[src/rtl/align_shift_pipe.sv]
// align_shift_pipe: pipelined alignment / normalisation barrel shifter.
// Right mode produces {mantissa, guard, round} plus sticky; left mode
// zero-fills and flags any set bit pushed off the MSB. Log stages run LSB
// first, GROUP of them per register stage, with a valid/ready handshake
// and a tag that travels with each operation.
module align_shift_pipe #(
  parameter int unsigned WIDTH   = 24,
  parameter int unsigned SHIFT_W = 5,
  parameter int unsigned GROUP   = 3,
  parameter int unsigned TAG_W   = 8
) (
  input  logic               clk,
  input  logic               rst,
  input  logic               in_valid,
  output logic               in_ready,
  input  logic [WIDTH-1:0]   in_data,
  input  logic [SHIFT_W-1:0] in_shamt,
  input  logic               in_dir,
  input  logic [TAG_W-1:0]   in_tag,
  output logic               out_valid,
  input  logic               out_ready,
  output logic [WIDTH+1:0]   out_data,
  output logic               out_sticky,
  output logic               out_ovf,
  output logic [TAG_W-1:0]   out_tag
);

  localparam int unsigned DW  = WIDTH + 2;
  localparam int unsigned LAT = (SHIFT_W + GROUP - 1) / GROUP;
  localparam logic [DW-1:0] ONES = '1;

  logic en;

  // Whole pipe advances together unless the output is held by back-pressure.
  always_comb begin
    en = !out_valid || out_ready;
  end

  assign in_ready = en;

  for (genvar g = 0; g < LAT; g++) begin : gen_chunk
    localparam int unsigned BASE = g * GROUP;
    localparam int unsigned SW_G = SHIFT_W - BASE;
    localparam int unsigned NL   = (SW_G < GROUP) ? SW_G : GROUP;

    // Operands entering this chunk: the ports for chunk 0, else the previous register.
    logic              src_valid;
    logic [DW-1:0]     src_data;
    logic [SW_G-1:0]   src_shamt;
    logic              src_dir;
    logic [TAG_W-1:0]  src_tag;
    logic              src_sticky;
    logic              src_ovf;

    if (g == 0) begin : gen_src_in
      // Extend with guard and round positions below the mantissa.
      always_comb begin
        src_valid  = in_valid;
        src_data   = {in_data, 2'b00};
        src_shamt  = in_shamt;
        src_dir    = in_dir;
        src_tag    = in_tag;
        src_sticky = 1'b0;
        src_ovf    = 1'b0;
      end
    end else begin : gen_src_reg
      // Pick up the partially shifted operand from the previous chunk.
      always_comb begin
        src_valid  = gen_chunk[g-1].valid_q;
        src_data   = gen_chunk[g-1].data_q;
        src_shamt  = gen_chunk[g-1].gen_fwd.shamt_q;
        src_dir    = gen_chunk[g-1].gen_fwd.dir_q;
        src_tag    = gen_chunk[g-1].tag_q;
        src_sticky = gen_chunk[g-1].sticky_q;
        src_ovf    = gen_chunk[g-1].ovf_q;
      end
    end

    for (genvar j = 0; j < NL; j++) begin : gen_log
      localparam int unsigned SH = 1 << (BASE + j);

      logic [DW-1:0] i_data;
      logic [DW-1:0] o_data;
      logic          i_sticky;
      logic          o_sticky;
      logic          i_ovf;
      logic          o_ovf;

      if (j == 0) begin : gen_first
        assign i_data   = src_data;
        assign i_sticky = src_sticky;
        assign i_ovf    = src_ovf;
      end else begin : gen_next
        assign i_data   = gen_log[j-1].o_data;
        assign i_sticky = gen_log[j-1].o_sticky;
        assign i_ovf    = gen_log[j-1].o_ovf;
      end

      // Shift by 2^(BASE+j) when that amount bit is set; OR lost bits into sticky/ovf.
      always_comb begin
        o_data   = i_data;
        o_sticky = i_sticky;
        o_ovf    = i_ovf;
        if (src_shamt[j]) begin
          if (src_dir) begin
            o_data = i_data << SH;
            o_ovf  = i_ovf | (|(i_data & ~(ONES >> SH)));
          end else begin
            o_data   = i_data >> SH;
            o_sticky = i_sticky | (|(i_data & ~(ONES << SH)));
          end
        end
      end
    end

    logic             valid_d;
    logic             valid_q;
    logic [DW-1:0]    data_d;
    logic [DW-1:0]    data_q;
    logic [TAG_W-1:0] tag_d;
    logic [TAG_W-1:0] tag_q;
    logic             sticky_d;
    logic             sticky_q;
    logic             ovf_d;
    logic             ovf_q;

    // Load the chunk result when the pipe advances, otherwise hold.
    always_comb begin
      valid_d  = valid_q;
      data_d   = data_q;
      tag_d    = tag_q;
      sticky_d = sticky_q;
      ovf_d    = ovf_q;
      if (en) begin
        valid_d  = src_valid;
        data_d   = gen_log[NL-1].o_data;
        tag_d    = src_tag;
        sticky_d = gen_log[NL-1].o_sticky;
        ovf_d    = gen_log[NL-1].o_ovf;
      end
    end

    // Chunk register; reset clears valid and the payload so outputs read zero.
    always_ff @(posedge clk) begin
      if (rst) begin
        valid_q  <= 1'b0;
        data_q   <= '0;
        tag_q    <= '0;
        sticky_q <= 1'b0;
        ovf_q    <= 1'b0;
      end else begin
        valid_q  <= valid_d;
        data_q   <= data_d;
        tag_q    <= tag_d;
        sticky_q <= sticky_d;
        ovf_q    <= ovf_d;
      end
    end

    if (g < LAT - 1) begin : gen_fwd
      localparam int unsigned RW = SW_G - NL;

      logic [RW-1:0] shamt_d;
      logic [RW-1:0] shamt_q;
      logic          dir_d;
      logic          dir_q;

      // Only the unresolved amount bits and the direction travel onward.
      always_comb begin
        shamt_d = shamt_q;
        dir_d   = dir_q;
        if (en) begin
          shamt_d = src_shamt[SW_G-1:NL];
          dir_d   = src_dir;
        end
      end

      // Control sideband register for the next chunk.
      always_ff @(posedge clk) begin
        if (rst) begin
          shamt_q <= '0;
          dir_q   <= 1'b0;
        end else begin
          shamt_q <= shamt_d;
          dir_q   <= dir_d;
        end
      end
    end
  end

  assign out_valid  = gen_chunk[LAT-1].valid_q;
  assign out_data   = gen_chunk[LAT-1].data_q;
  assign out_sticky = gen_chunk[LAT-1].sticky_q;
  assign out_ovf    = gen_chunk[LAT-1].ovf_q;
  assign out_tag    = gen_chunk[LAT-1].tag_q;

endmodule
[config.mk]
export PLATFORM = sky130hd
export DESIGN_NAME = align_shift_pipe
export DESIGN_NICKNAME = d
export VERILOG_FILES = /design/src/rtl/align_shift_pipe.sv
export SDC_FILE = /design/constraint.sdc
export NUM_CORES = 1
export LEC_CHECK = 0
export CELL_PAD_IN_SITES_DETAIL_PLACEMENT = 1
export CELL_PAD_IN_SITES_GLOBAL_PLACEMENT = 1
export CORE_UTILIZATION = 43
export DETAILED_ROUTE_END_ITERATION = 16
export PLACE_DENSITY_LB_ADDON = 0.1
export SYNTH_ARGS = -nofsm -noshare
export SYNTH_HDL_FRONTEND = slang
export SYNTH_SLANG_ARGS = --single-unit
[constraint.sdc]
create_clock -name clk -period 2.8 [get_ports clk]
set_input_delay 0.56 -clock clk [delete_from_list [all_inputs] [get_ports clk]]
set_output_delay 0.56 -clock clk [all_outputs]
set_load 0.02 [all_outputs]
==> impl_metrics.toml <==
[outcome]
status = "completed"

[synth]
netlist.area_leader.share = 0.290
mappedNetlistNets = 739
yosys_warnings = 0
ys_seq_area_frac = 0.290
syn-cell-area_um2 = 5320
synthTopCellsByArea = "dfxtp_1 (29%), mux2i_1 (9.6%), a21oi_1 (7.0%)"
synth_most_common_cell = "nor2_1"
ys_top_cells_by_count = "nor2_1 (88), dfxtp_1 (77), a21oi_1 (74)"
synth-async-reset-ratio = 0
yosys.area.top_type = "dfxtp_1"
syn_avg_cell_area_um2 = 7.63
ys_types = 62
ys.flop_type = "dfxtp_1"
synth_cells = 697
synth_edf_count = 0
synth-seq-cells = 77

[critical_path]
r2r-end = "out_ovf"
rr_startpoint = "gen_chunk[0].gen_fwd.dir_q"
start_kind = "input port"
cp-endpoint = "in_ready"
path_common_cell = "clkdlybuf4s50_1"
critPathMaxStageDelay_ns = 0.54
worstPathMaxFanout = 4
ff2ff_setup_slack_ns = 0.40
arrival_ns = 1.91
critPathCaptureType = "output pin"
crit_required_ns = 2.24
crit_chain = "clkdlybuf4s50_1 -> nor2b_4 -> inv_2 -> clkdlybuf4s50_1"
critPathLaunch = "out_ready"
r2r_cells = 6
criticalPathCategory = "in -> out"
cpMaxStageDelayCell = "clkdlybuf4s50_1"

[cells_and_area]
drive_gt1_frac = 0.0788
area_growth_pct = 23.2
antenna_cells = 0
fin_nets = 786
fin_area_um2 = 6550

[placed_design]
hpwlAfterDp_mm = 13.9
port_buffers = 79
place_congestion = 0.910
dpl_cell_area_um2 = 6220
place_ws_ns = 0.282

[global_routing]
grt_overflow = 0
grt_pass1_vias = 5546
grt_pass1_wl_mm = 30.9
grt_antenna_before_repair = 0
grt_max_degree = 76
grt.total_usage = 0.308

[detailed_routing]
wire_per_inst_um = 21.6
via_per_inst = 6.41
drtAntennaViolNets = 0
post-route-drc-count = 0
via_count = 5739
first_pass_iters = 5
wirelength_mm = 19.3
drt_iter0_markers = 479

[timing]
worst_clock_skew_ns = 0.00729
hold_viol_final = 0
fin_crit_sh = 0.880
slew_violations = 0
slew_headroom = 0.409
fmaxAchievable_ghz = 0.406
rsz0062_at_grt = "false"
tightest_slew_ns = 0.886
setup_tns_ns = 0
min_period_ns = 2.47
setup_viol = 0
worst_slack_ns = 0.335

[pwr]
p_leak_nw = 2.56
peakVddDrop_uv = 312
power_density_nw_per_um2 = 529

[cts]
clock_latency_ns = 0.34
hold_buffers = 0
clockBufferDepth = 2
numCtsBuffers = 9
cts_tree = "built"
cts.sinks = 77
cts_setup_buffers = 0
cts_resized = 0
h-tree-depth = 3
cts_root_buf = "clkbuf_16"
clkTransAtPathRegs_ns = 0.07

[die]
io_pins = 80
rows = 40
dieArea_um2 = 12800
start_util = 0.443
die_h_um = 113
die_w_um = 113
core-area_um2 = 12000

[worst_hold_path]
hold_path.class = "reg -> reg"

[job]
cap_violations = 0
[state kept, by name, indices dropped and copies added (netlist names)]
| register | flops |
|---|---|
| out_valid | 1 |
| gen_chunk.tag_q | 8 |
| gen_chunk.ovf_q | 1 |
| gen_chunk.gen_fwd.shamt_q | 2 |
| gen_chunk.gen_fwd.dir_q | 1 |
| gen_chunk.data_q | 26 |
| gen_chunk.valid_q | 1 |
| out_tag | 8 |
| out_data | 26 |
| out_sticky | 1 |
| gen_chunk.sticky_q | 1 |
| out_ovf | 1 |
[cell type report]
type | instances | area (µm²)
clock buffers | 9 | 225
clock inverters | 7 | 105
fillers | 1498 | 5460
inverters | 9 | 33.8
multi-input cells | 543 | 3430
flip-flops and latches | 77 | 1540
well taps | 147 | 184
repair buffers | 104 | 1030
[placed cells by master (no fill, tap or decap), drive strengths merged, types with 3 or more instances in the layout]
cell,n
clkdlybuf4s50,76
nor3,25
a311oi,6
a22o,6
nor2b,7
mux2,9
nor4,7
a211oi,29
buf,28
a221oi,14
a21o,6
dfxtp,77
clkbuf,9
and3,8
o21ai,31
nand3,8
o221ai,8
o21a,7
a31oi,8
nand2b,11
o32ai,3
inv,11
a21oi,74
mux4,5
a211o,3
o22ai,5
a22oi,14
o211ai,4
nor2,88
o211a,8
nand2,67
mux2i,51
[metrics by stage]
step	util	hold WS [ns]	instances	power (mW)
after floorplan	-	0.432	697	1.81
after detailed placement	0.518	0.445	880	2.17
after global placement	0.518	0.438	880	2.14
after global routing	0.545	0.475	896	3.61
final	0.545	0.453	896	3.46
after CTS	0.545	0.454	896	3.47
[per-layer routing]
| metal | GRT usage | vias up | part of all wire |
|---|---|---|---|
| met5 | 0 | - | 0 |
| met4 | 0.112 | 0 | 0.027 |
| met3 | 0.0536 | 38 | 0.055 |
| met2 | 0.484 | 186 | 0.46 |
| met1 | 0.423 | 2815 | 0.46 |
| li1 | - | 2700 | - |
[worst min path at each step]
stage                               start                    end  cells past startpoint
CTS                 gen_chunk[0].tag_q[7]  gen_chunk[0].tag_q[7]                      2
finish              gen_chunk[0].tag_q[7]  gen_chunk[0].tag_q[7]                      2
global route                   out_tag[2]             out_tag[2]                      2
global placement    gen_chunk[0].tag_q[3]  gen_chunk[0].tag_q[3]                      2
detailed placement  gen_chunk[0].tag_q[7]  gen_chunk[0].tag_q[7]                      2
floorplan           gen_chunk[0].tag_q[0]  gen_chunk[0].tag_q[0]                      2
[where the power goes]
part	switching, mW	internal, mW
clock network	0.509	0.797
logic	0.504	0.378
registers	0.0959	1.18
total	1.11	2.35
[worst max-delay path: cells and delay by family]
family / cells / cell delay, ns
AND/OR/NAND/NOR: 1 / 0.27
buffers and inverters: 3 / 1.07
[cell families after synthesis]
family	Yosys count	synth area share
compound gates	246	0.314
flops	77	0.290
mux	65	0.136
simple gates	232	0.194
buf+inv	77	0.0654
(Power assumes the default switching activity.)
